===== config.mk =====
export PLATFORM = sky130hd
export DESIGN_NAME = priority_scan_encoder_flat
export DESIGN_NICKNAME = d
export VERILOG_FILES = /design/src/rtl/priority_scan_encoder_if.sv /design/src/rtl/priority_scan_encoder.sv /design/src/flat_wrapper.sv
export SDC_FILE = /design/constraint.sdc
export NUM_CORES = 1
export LEC_CHECK = 0
export ABC_AREA = 1
export ABC_CLOCK_PERIOD_IN_PS = 2610
export CAP_MARGIN = 20
export CORE_MARGIN = 2
export CORE_UTILIZATION = 40
export CTS_CLUSTER_SIZE = 25
export DETAILED_ROUTE_END_ITERATION = 8
export HOLD_SLACK_MARGIN = 0.02
export PLACE_DENSITY_LB_ADDON = 0.1
export SETUP_SLACK_MARGIN = 0.05
export SLEW_MARGIN = 15
export SYNTH_ARGS = -nofsm -noshare
export SYNTH_HDL_FRONTEND = slang
export SYNTH_SLANG_ARGS = --single-unit
export TNS_END_PERCENT = 100

===== constraint.sdc =====
create_clock -name clk -period 2.61 [get_ports clk]
set_input_delay 0.261 -clock clk [delete_from_list [all_inputs] [get_ports clk]]
set_output_delay 0.261 -clock clk [all_outputs]
set_load 0.05 [all_outputs]

===== src/rtl/priority_scan_encoder_if.sv =====
// priority_scan_encoder_if: handshake bundle for the priority scan encoder.
// Ports: in_valid/in_ready/din (vector capture), out_valid/out_ready/qout/out_last (index stream).
// master = producer/consumer side, slave = encoder side.
interface priority_scan_encoder_if #(
    parameter int N = 8
);
    localparam int W = $clog2(N);

    logic         in_valid;
    logic         in_ready;
    logic [N-1:0] din;
    logic         out_valid;
    logic         out_ready;
    logic [W-1:0] qout;
    logic         out_last;

    modport master (
        output in_valid,
        output din,
        output out_ready,
        input  in_ready,
        input  out_valid,
        input  qout,
        input  out_last
    );

    modport slave (
        input  in_valid,
        input  din,
        input  out_ready,
        output in_ready,
        output out_valid,
        output qout,
        output out_last
    );
endinterface


===== src/rtl/priority_scan_encoder.sv =====
// priority_scan_encoder: captures an N-bit request vector, then streams the
// index of every set bit, highest first, one per accepted output transfer.
// Ports: clk, nrst (sync active-low), bus (slave modport of
// priority_scan_encoder_if), busy, and pop_count (W+1 bits) only when the
// PSE_POPCOUNT_EN macro is defined.
module priority_scan_encoder #(
    parameter int N = 8
) (
    input  logic                    clk,
    input  logic                    nrst,
    priority_scan_encoder_if.slave  bus,
    output logic                    busy
`ifdef PSE_POPCOUNT_EN
    ,
    output logic [$clog2(N):0]      pop_count
`endif
);
    localparam int W = $clog2(N);

    generate
        if (N < 4 || (1 << W) != N) begin : g_bad_n
            $error("priority_scan_encoder: N must be a power of two >= 4");
        end
    endgenerate

    typedef enum logic {
        IDLE = 1'b0,
        SCAN = 1'b1
    } state_t;

    state_t       state;
    logic [N-1:0] pending;

    logic [W-1:0] top_idx;
    logic [N-1:0] top_mask;
    logic         single;
    logic         scanning;
    logic         xfer;

    // Ascending loop: the last set bit seen is the highest one.
    always_comb begin
        top_idx = '0;
        for (int i = 0; i < N; i++) begin
            if (pending[i]) begin
                top_idx = W'(i);
            end
        end
    end

    assign top_mask = N'(1) << top_idx;

    // Exactly one bit set: non-zero and a power of two.
    assign single = (pending != '0) &&
                    ((pending & (pending - N'(1))) == '0);

    assign scanning = (state == SCAN);
    assign xfer     = scanning & bus.out_ready;

    // Outputs depend only on registers (and nrst, which forces them low).
    assign bus.in_ready  = nrst & ~scanning;
    assign bus.out_valid = nrst & scanning;
    assign bus.qout      = bus.out_valid ? top_idx : '0;
    assign bus.out_last  = bus.out_valid & single;
    assign busy          = nrst & scanning;

    always_ff @(posedge clk) begin
        if (!nrst) begin
            state   <= IDLE;
            pending <= '0;
        end else begin
            unique case (state)
                IDLE: begin
                    // A zero vector is accepted and dropped.
                    if (bus.in_valid && bus.din != '0) begin
                        pending <= bus.din;
                        state   <= SCAN;
                    end
                end
                SCAN: begin
                    if (xfer) begin
                        pending <= pending & ~top_mask;
                        if (single) begin
                            state <= IDLE;
                        end
                    end
                end
            endcase
        end
    end

`ifdef PSE_POPCOUNT_EN
    function automatic logic [W:0] count_ones(input logic [N-1:0] v);
        logic [W:0] c;
        c = '0;
        for (int i = 0; i < N; i++) begin
            c = c + {{W{1'b0}}, v[i]};
        end
        return c;
    endfunction

    always_ff @(posedge clk) begin
        if (!nrst) begin
            pop_count <= '0;
        end else if (!scanning) begin
            if (bus.in_valid && bus.din != '0) begin
                pop_count <= count_ones(bus.din);
            end
        end else if (xfer) begin
            pop_count <= pop_count - 1'b1;
        end
    end
`endif

endmodule


===== src/flat_wrapper.sv =====
// flat-port wrapper written by rule: the top's interface ports become plain ports
module priority_scan_encoder_flat 
#(
    parameter int N = 8
)
  (clk, nrst, busy, bus_in_valid, bus_din, bus_out_ready, bus_in_ready, bus_out_valid, bus_qout, bus_out_last);
  priority_scan_encoder_if #(.N(N)) bus_i ();
  input  logic clk;
  input  logic nrst;
  output logic busy;
  input wire logic [$bits(bus_i.in_valid)-1:0] bus_in_valid;
  input wire logic [$bits(bus_i.din)-1:0] bus_din;
  input wire logic [$bits(bus_i.out_ready)-1:0] bus_out_ready;
  output wire logic [$bits(bus_i.in_ready)-1:0] bus_in_ready;
  output wire logic [$bits(bus_i.out_valid)-1:0] bus_out_valid;
  output wire logic [$bits(bus_i.qout)-1:0] bus_qout;
  output wire logic [$bits(bus_i.out_last)-1:0] bus_out_last;
  assign bus_i.in_valid = bus_in_valid;
  assign bus_i.din = bus_din;
  assign bus_i.out_ready = bus_out_ready;
  assign bus_in_ready = bus_i.in_ready;
  assign bus_out_valid = bus_i.out_valid;
  assign bus_qout = bus_i.qout;
  assign bus_out_last = bus_i.out_last;
  priority_scan_encoder #(.N(N)) u_core (.clk(clk), .nrst(nrst), .bus(bus_i), .busy(busy));
endmodule

Word-level counts from Yosys, hierarchy flattened:

Index checks and enable logic that the tools add are counted.
W data, S select, Z words.

* flip-flop bits (word level): 9
* input bits: 12
* output and inout bits: 7
* word-level logic and storage cells: 35

* add/sub/neg operators: 1
* eq/ne operators: 2
* shift-type cells: 1
* multiplexer cells: 15
* bitwise operators: 8
* reductions and logical operators: 6

Operator list (number)
* $mux W3: 7
* $and A8 B8 Y8: 2
* $mux W8: 2
* $pmux W8 S2: 1
* $reduce_bool A8 Y1: 2
* $logic_not A8 Y1: 1
* $not A8 Y8: 1
* $shl A1 B3 Y8 const A: 1
* $sub A8 B1 Y8 const B: 1
* $and A1 B1 Y1: 4
* $mux W1: 4
* $ne A2 B2 Y1 const B: 2
* $logic_and A1 B1 Y1: 2
* $pmux W1 S2: 1
* $reduce_and A2 Y1: 1
* $not A1 Y1: 1

Longest topological paths before layout:

Gate-level depths: netlist of run 1.

* depth after elaboration: 12
* mapped depth: 10
* depth with buffers taken out: 10

Worst setup path after synthesis of run 1:

No wires, ideal clock.

* path type: reg-to-output
* from: reg u_core.pending[1]
* to: out bus_qout[0]
* data arrival time: 1.826 ns
* data required time: 2.349 ns
* path slack: 0.523 ns
* cell stages (with the launch flop): 5
* buffers on the path: 0
* cells stage by stage: dfxtp_1 -> nand2_1 -> nand2_1 -> nand2_2 -> a221oi_1

* word-level cells in the longest chain between the ends: 8

Ends and longest elaborated chain
* start: declaration: RTL line priority_scan_encoder.sv:32 `logic [N-1:0] pending;`
* start signal: assignment: RTL line priority_scan_encoder.sv:75 `pending <= bus.din;`
* start signal: assignment: RTL line priority_scan_encoder.sv:81 `pending <= pending & ~top_mask;`
* $mux W1: RTL line priority_scan_encoder.sv:44 `if (pending[i]) begin`
* $mux W3 (6 in series): RTL line priority_scan_encoder.sv:44
* $mux W3: RTL line priority_scan_encoder.sv:62 `assign bus.qout = bus.out_valid ? top_idx : '0;`
* end: declaration: RTL line flat_wrapper.sv:16 `output wire logic [$bits(bus_i.qout)-1:0] bus_qout;`

Every way passes these cells.

Final worst setup path of run 1:

* from: in nrst
* to: out bus_qout[0]

* word-level cells in the longest chain between the ends: 2

Ends and longest elaborated chain
* start: declaration: RTL line flat_wrapper.sv:9 `input logic nrst;`
* $and A1 B1 Y1: RTL line priority_scan_encoder.sv:61 `assign bus.out_valid = nrst & scanning;`
* $mux W3: RTL line priority_scan_encoder.sv:62

Every way passes these cells.

==> flow_metrics.py, run 1 <==
metrics = {
    "timing": {
        "rsz0062_at_grt": "false",
        "tightestPinTransition_ns": 0.396,
        "skew_ns": 0.000935,
        "finalSetupViolCount": 0,
        "setup_tns_ns": 0,
        "post-route-period-util": 0.735,
        "fin_crit_ns": 1.92,
        "finalHoldViolations": 0,
        "slew-limit-headroom": 0.735,
        "max_freq_ghz": 0.521,
        "maxSlewViolCount": 0,
    },
    "global_routing": {
        "gr-total-overflow": 0,
        "grt_start_max_net_pins": 12,
        "grt_use_total": 0.162,
        "grt_pass1_wl_um": 2500,
        "grt_antenna_before_repair": 0,
        "grt_pass1_vias": 624,
    },
    "power_and_ir_drop": {
        "total_leakage_power_nw": 0.437,
        "ir_worst_vdd_uv": 228,
        "power.density_nw_per_um2": 533,
    },
    "detailed_routing": {
        "via_per_inst": 5.10,
        "wl_per_cell_um": 10.2,
        "drt-met1-wl_um": 689,
        "ant_nets": 0,
        "wl_um": 1500,
        "firstDrtPassIters": 4,
        "drtIter0Drc": 7,
        "post-route-drc-count": 0,
        "vias": 750,
        "top_layer": "met4",
        "wl_met2_um": 734,
        "wl_met3_um": 58,
    },
    "outcome": {
        "outcome": "finished, final reports clean",
    },
    "clock_network": {
        "cts_buffer_depth": 2,
        "insertion_delay_ns": 0.25,
        "cts_setup_buffers": 0,
        "root_buffer": "clkbuf_4",
        "numCtsBuffers": 3,
        "clkTransAtPathRegs_ns": 0.06,
        "cts_tree": "built",
        "htree_levels": 1,
        "ctsResizeCount": 0,
        "ctsHoldBuffers": 0,
        "cts_num_sinks": 9,
    },
    "place": {
        "io_buffers": 18,
        "hpwlAfterDp_um": 1240,
        "gp_congestion": 0.796,
    },
    "synthesis": {
        "syn-instance-count": 111,
        "avgSynthCellArea_um2": 6.39,
        "ys_ff_latch": 9,
        "synthesis.area_um2": 709,
        "synth_seq_area_share": 0.254,
        "yosysWarnings": 0,
        "ys_types": 20,
        "syn-num-nets": 123,
    },
    "setup_path": {
        "crit_buf_inv": 2,
        "slowest_stage": "clkdlybuf4s50_1",
        "crit_family": "buffers and inverters",
        "setup.worst_path.end_class": "primary output",
        "arrival_ns": 1.66,
        "worstPathRequired_ns": 2.35,
        "criticalPathCategory": "input pin to primary output",
        "startpoint_type": "input pin",
        "critPathMaxFanout": 10,
        "path_cells": "clkdlybuf4s50_1 -> nand2_1 -> a221oi_1 -> buf_4",
        "max_stage_delay_ns": 0.69,
    },
    "floorplan": {
        "die-width_um": 46.1,
        "core_area_um2": 1690,
        "rows": 15,
        "initial_utilization": 0.420,
        "die_h_um": 46.1,
        "ios": 19,
        "dieArea_um2": 2130,
    },
    "run": {
        "cap_violations": 0,
    },
    "min_path": {
        "hold_class": "flop to flop",
    },
    "cells_and_area": {
        "synthToLayoutAreaGrowth_pct": 26.8,
        "drive_above_1_share": 0.254,
        "most-common-layout-cells": "nand2_1, nand3_1, clkdlybuf4s50_1",
        "antenna_cells": 0,
        "layout.nets": 143,
        "layout_commonest_cell": "nand2_1",
        "post-route-util": 0.533,
    },
}
-- power breakdown --
part | switching, mW | total, mW | internal (mW)
Combinational | 0.127 | 0.203 | 0.0764
Clock | 0.0456 | 0.104 | 0.0587
Sequential | 0.0221 | 0.172 | 0.150
-- worst reg2reg max path, delay by kind of cell (launching register included) --
family / cells / cell delay, ns
flip-flops: 1 / 0.43
AND/OR/NAND/NOR: 6 / 0.73
-- layer usage --
| metal | vias to the layer above | global-route usage |
|---|---|---|
| li1 | 405 | - |
| met4 | 0 | 0.0857 |
| met5 | - | 0 |
| met3 | 2 | 0.0118 |
| met1 | 321 | 0.208 |
| met2 | 22 | 0.269 |
-- Yosys cell counts --
master | count | area (um2)
nand4_4 | 1 | 21.3
inv_2 | 3 | 11.3
a221oi_1 | 1 | 8.76
nand2_2 | 5 | 31.3
nor3_1 | 1 | 5.00
nor2_1 | 5 | 18.8
nand3_2 | 1 | 10.0
nand3_1 | 14 | 70.1
nor2_2 | 9 | 56.3
o21ai_1 | 5 | 25.0
inv_1 | 7 | 26.3
nand2_1 | 34 | 128
a21oi_1 | 2 | 10.0
nand2_4 | 2 | 22.5
buf_2 | 1 | 5.00
dfxtp_1 | 9 | 180
buf_4 | 2 | 15.0
nor2_4 | 2 | 22.5
o21ai_0 | 1 | 5.00
nand4_1 | 6 | 37.5
-- stage by stage --
stage	area, um2	worst slack (ns)	std cells	total power, mW	hold slack (ns)
3_5_place_dp	873	0.693	143	0.379	0.497
6_report	900	0.692	147	0.480	0.502
4_1_cts	900	0.689	147	0.486	0.505
2_1_floorplan	709	0.523	111	0.329	0.380
5_1_grt	900	0.609	147	0.521	0.531
3_3_place_gp	873	0.734	143	0.378	0.496
-- state kept, by name, indices dropped and copies added (netlist names) --
signal,count
u_core.pending,8
u_core.scanning,1
-- layout make-up --
class                   instances  area (um2)
multi-input cells              89         472
clock buffers                   4        26.3
inverters                      10        37.5
fillers                       193         790
well taps                      17        21.3
flip-flops and latches          9         180
repair buffers                 18         163
-- cells by family after synthesis --
group	after synthesis	share of synthesized area
compound gates	9	0.0688
buf+inv	13	0.0811
flops	9	0.254
simple gates	80	0.596
-- path summary, 6_finish.rpt --
check	start	end	slack, ns	depth (start not counted)
min	u_core.pending[4]$_SDFFE_PN0P_	u_core.pending[4]$_SDFFE_PN0P_	0.50	2
min reg2reg	u_core.pending[4]$_SDFFE_PN0P_	u_core.pending[4]$_SDFFE_PN0P_	0.50	2
max reg2reg	u_core.scanning$_SDFF_PN0_	u_core.pending[3]$_SDFFE_PN0P_	1.34	6
max	nrst	bus_qout[0]	0.69	4
(Power assumes the default switching activity.)
==> inputs of run 2 (changes only) <==
- ABC_CLOCK_PERIOD_IN_PS: 2610 -> 1600
- clock period: 2.61 -> 1.6 ns (I/O delays scaled with it)
==> flow_metrics.py, run 2 (synthesized netlist as in run 1, its figures left out) <==
metrics = {
    "setup_path": {
        "critPathMaxFanout": 6,
        "worstPathRequired_ns": 1.44,
        "criticalPathCategory": "flop to primary output",
        "startpoint_type": "flop",
        "setup.worst_path.end_class": "primary output",
        "arrival_ns": 1.42,
    },
    "timing": {
        "setup_tns_ns": 0,
        "rsz0062_at_grt": "true",
        "finalSetupViolCount": 0,
        "max_freq_ghz": 0.634,
        "post-route-period-util": 0.986,
        "maxSlewViolCount": 0,
        "tightestPinTransition_ns": 0.265,
        "slew-limit-headroom": 0.824,
        "whs_ns": 0.496,
        "finalHoldViolations": 0,
        "fin_crit_ns": 1.58,
        "skew_ns": 0.00189,
    },
    "detailed_routing": {
        "ant_nets": 0,
        "wl_um": 1690,
        "drtIter0Drc": 8,
        "vias": 799,
        "wl_per_cell_um": 10.9,
        "via_per_inst": 5.15,
        "post-route-drc-count": 0,
        "firstDrtPassIters": 4,
    },
    "place": {
        "place_area_um2": 1010,
        "dp_cells": 148,
        "hpwlAfterDp_um": 1300,
        "gp_congestion": 0.820,
        "io_buffers": 18,
    },
    "cells_and_area": {
        "largest_register_ffs": 8,
        "drive_above_1_share": 0.370,
        "layout.nets": 151,
        "fin_area_um2": 1090,
        "layout_commonest_cell": "nand2_1",
        "antenna_cells": 0,
        "fin_cells": 155,
        "synthToLayoutAreaGrowth_pct": 53.4,
        "top_register": "u_core.pending",
        "most-common-layout-cells": "nand2_1, nand3_1, clkdlybuf4s50_1",
        "post-route-util": 0.644,
    },
    "floorplan": {
        "ios": 19,
        "die_h_um": 46.1,
        "dieArea_um2": 2130,
        "rows": 15,
        "die-width_um": 46.1,
        "initial_utilization": 0.420,
        "core_area_um2": 1690,
    },
    "power_and_ir_drop": {
        "total_leakage_power_nw": 0.506,
        "pwr-share-comb": 0.504,
        "clkPwrFrac": 0.189,
        "ir_worst_vdd_uv": 472,
        "p_seq_frac": 0.307,
        "switchingPower_mw": 0.358,
        "power.density_nw_per_um2": 835,
        "p_int_mw": 0.551,
        "swShare": 0.394,
    },
    "global_routing": {
        "grt_use_total": 0.180,
        "grt_pass1_wl_um": 2710,
        "grt_antenna_before_repair": 0,
        "grt_pass1_vias": 691,
        "gr-total-overflow": 0,
        "grt_start_max_net_pins": 11,
    },
    "clock_network": {
        "root_buffer": "clkbuf_4",
        "cts_num_sinks": 9,
        "numCtsBuffers": 3,
        "cts_tree": "built",
        "cts_buffer_depth": 2,
        "clkTransAtPathRegs_ns": 0.06,
        "insertion_delay_ns": 0.26,
        "htree_levels": 1,
    },
    "min_path": {
        "hold_class": "input pin to flop",
    },
    "outcome": {
        "outcome": "finished, final reports clean",
    },
    "run": {
        "cap_violations": 0,
    },
}
-- run 2: power groups by stage --
stage,Sequential (mW),Combinational [mW],Clock [mW]
finish,0.279,0.458,0.171
global route,0.282,0.500,0.189
CTS,0.275,0.440,0.177
detailed placement,0.276,0.412,0
global placement,0.276,0.409,0
floorplan,0.271,0.271,0
-- run 2: path summary, 6_finish.rpt --
kind / slack [ns] / endpoint / depth (start not counted) / from
worst max-delay path: 0.02 / bus_out_last / 8 / u_core.pending[0]$_SDFFE_PN0P_
worst min-delay path: 0.50 / u_core.pending[5]$_SDFFE_PN0P_ / 3 / bus_din[5]
worst max register to register: 0.16 / u_core.scanning$_SDFF_PN0_ / 10 / u_core.pending[0]$_SDFFE_PN0P_
worst min register to register: 0.50 / u_core.pending[3]$_SDFFE_PN0P_ / 2 / u_core.pending[3]$_SDFFE_PN0P_
-- run 2: routing by layer --
metal	vias up	global-route usage	share of wire
li1	423	-	-
met1	357	0.224	0.43
met2	17	0.303	0.53
met3	2	0.0118	0.027
met4	0	0.103	0.010
met5	-	0	0
-- run 2: final cells by class --
class,instances,area (um2)
clock buffers,4,26.3
fillers,160,601
flip-flops and latches,9,188
inverters,10,37.5
repair buffers,26,310
well taps,17,21.3
multi-input cells,89,505
-- run 2: critical path: stages, from the launching register on --
cell	delay, ns
dfxtp_2	0.34
nor2_4	0.17
nand2_2	0.05
nand2_1	0.06
nand2_1	0.05
nand2_1	0.06
nand2_2	0.07
nor3_4	0.20
buf_12	0.16
-- run 2: metrics by stage --
stage                     power, mW  setup slack [ns]
after floorplan               0.542            0.0510
after global routing          0.971           -0.0784
after CTS                     0.892           -0.0175
after detailed placement      0.688             0.169
after global placement        0.685             0.176
final                         0.908            0.0221
-- run 2: repair_timing --
action,4_1_cts,5_1_grt
endpoints found under the setup margin,2,3
resized for setup,7,4
gates cloned,0,0
hold buffers,0,0
pin swaps,6,4
setup buffers,2,1
==> inputs of run 3 (changes only) <==
- REMOVE_ABC_BUFFERS: default -> 1
==> flow_metrics.py, run 3 (synthesized netlist as in run 1, its figures left out) <==
metrics = {
    "outcome": {
        "outcome": "finished, final reports clean",
    },
    "floorplan": {
        "initial_utilization": 0.420,
        "die_h_um": 46.1,
        "dieArea_um2": 2130,
        "rows": 15,
        "die-width_um": 46.1,
        "core_area_um2": 1690,
        "ios": 19,
    },
    "setup_path": {
        "crit_buf_inv": 1,
        "criticalPathCategory": "flop to primary output",
        "cp_num_cells": 6,
        "crit_family": "simple AND/OR/NAND/NOR gates",
        "critPathMaxFanout": 4,
        "r2r_cells": 6,
        "slowest_stage": "dfxtp_4",
        "setup.worst_path.end_class": "primary output",
        "max_stage_delay_ns": 0.36,
        "path_cells": "o21ai_2 -> nand2_1 -> nor2_2 -> nand3_2 -> nor3_4 -> buf_12",
        "arrival_ns": 1.44,
        "startpoint_type": "flop",
        "worstPathRequired_ns": 1.44,
    },
    "run": {
        "cap_violations": 0,
    },
    "place": {
        "place_area_um2": 983,
        "io_buffers": 18,
        "hpwlAfterDp_um": 1300,
        "dp_cells": 146,
        "gp_congestion": 0.781,
    },
    "global_routing": {
        "gr-total-overflow": 0,
        "grt_pass1_wl_um": 2560,
        "grt_pass1_vias": 646,
        "grt_antenna_before_repair": 0,
        "grt_use_total": 0.173,
        "grt_start_max_net_pins": 10,
    },
    "min_path": {
        "whs_path_depth": 3,
        "hold_class": "input pin to flop",
    },
    "clock_network": {
        "cts_buffer_depth": 2,
        "cts_num_sinks": 9,
        "numCtsBuffers": 3,
        "htree_levels": 1,
        "clkTransAtPathRegs_ns": 0.06,
        "cts_tree": "built",
        "ctsHoldBuffers": 0,
        "root_buffer": "clkbuf_4",
        "insertion_delay_ns": 0.27,
    },
    "cells_and_area": {
        "layout_commonest_cell": "nand2_1",
        "layout.nets": 148,
        "fin_area_um2": 1070,
        "antenna_cells": 0,
        "register_area_um2": 190,
        "fin_cells": 152,
        "multiInputGateArea_um2": 508,
        "largest_register_ffs": 8,
        "drive_above_1_share": 0.363,
        "synthToLayoutAreaGrowth_pct": 51.0,
        "nFillCells": 162,
        "top_register": "u_core.pending",
        "most-common-layout-cells": "nand2_1, nand3_1, clkdlybuf4s50_1",
        "post-route-util": 0.634,
    },
    "timing": {
        "rsz0062_at_grt": "true",
        "max_freq_ghz": 0.627,
        "tightestPinTransition_ns": 0.370,
        "setup_tns_ns": 0,
        "finalHoldViolations": 0,
        "post-route-period-util": 0.997,
        "finalSetupViolCount": 0,
        "skew_ns": 0.000871,
        "maxSlewViolCount": 0,
        "slew-limit-headroom": 0.753,
        "fin_crit_ns": 1.60,
    },
    "power_and_ir_drop": {
        "total_leakage_power_nw": 0.495,
        "ir_worst_vdd_uv": 521,
        "power.density_nw_per_um2": 823,
        "power_mw": 0.882,
    },
    "detailed_routing": {
        "drtIter0Drc": 12,
        "vias": 795,
        "ant_nets": 0,
        "wl_um": 1650,
        "firstDrtPassIters": 4,
        "wl_per_cell_um": 10.9,
        "post-route-drc-count": 0,
        "via_per_inst": 5.23,
    },
}
==> run 3: changes by cell type in the layout (fill, tap and decap cells not counted), sizes merged <==
cell	before	now
buf	15	12
==> run 3: worst min-delay path: stages <==
cell and delay [ns]:
clkdlybuf4s50_1 0.43, nand2_1 0.08, o21ai_1 0.05
==> run 3: per-layer routing <==
layer | wire (um) | global-route usage | vias up
met4 | 44 | 0.120 | 0
met1 | 708 | 0.198 | 357
met5 | 0 | 0 | -
met3 | 71 | 0.0275 | 4
li1 | - | - | 412
met2 | 825 | 0.289 | 22
==> run 3: path summary, 6_finish.rpt <==
path                                                      from                        endpoint  slack [ns]
worst max-delay path            u_core.pending[6]$_SDFFE_PN0P_                    bus_out_last       0.005
worst min-delay path                                bus_din[6]  u_core.pending[6]$_SDFFE_PN0P_        0.49
worst max register to register  u_core.pending[6]$_SDFFE_PN0P_  u_core.pending[2]$_SDFFE_PN0P_        0.42
worst min register to register  u_core.pending[0]$_SDFFE_PN0P_  u_core.pending[0]$_SDFFE_PN0P_        0.49
==> run 3: where the power goes <==
part	switching (mW)	internal (mW)
clock network	0.0818	0.0963
logic	0.245	0.182
registers	0.0302	0.247
total	0.357	0.525
==> run 3: area by class of cell <==
class / instances / share of cell area
timing repair buffer: 23 / 0.269
multi-input combinational: 89 / 0.474
inverter: 10 / 0.0350
sequential: 9 / 0.178
tap: 17 / 0.0199
clock buffer: 4 / 0.0245
==> run 3: per-stage QoR <==
stage               setup WS (ns)  hold slack (ns)
floorplan                  -0.425            0.279
global placement           0.0673            0.492
detailed placement         0.0381            0.496
CTS                       0.00405            0.487
global route              -0.0677            0.508
finish                    0.00467            0.486
==> run 3: repair_timing <==
item | 4_1_cts | 5_1_grt
resized for setup | 14 | 1
setup buffers | 2 | 0
pin swaps | 6 | 2
setup endpoints to repair | 2 | 2
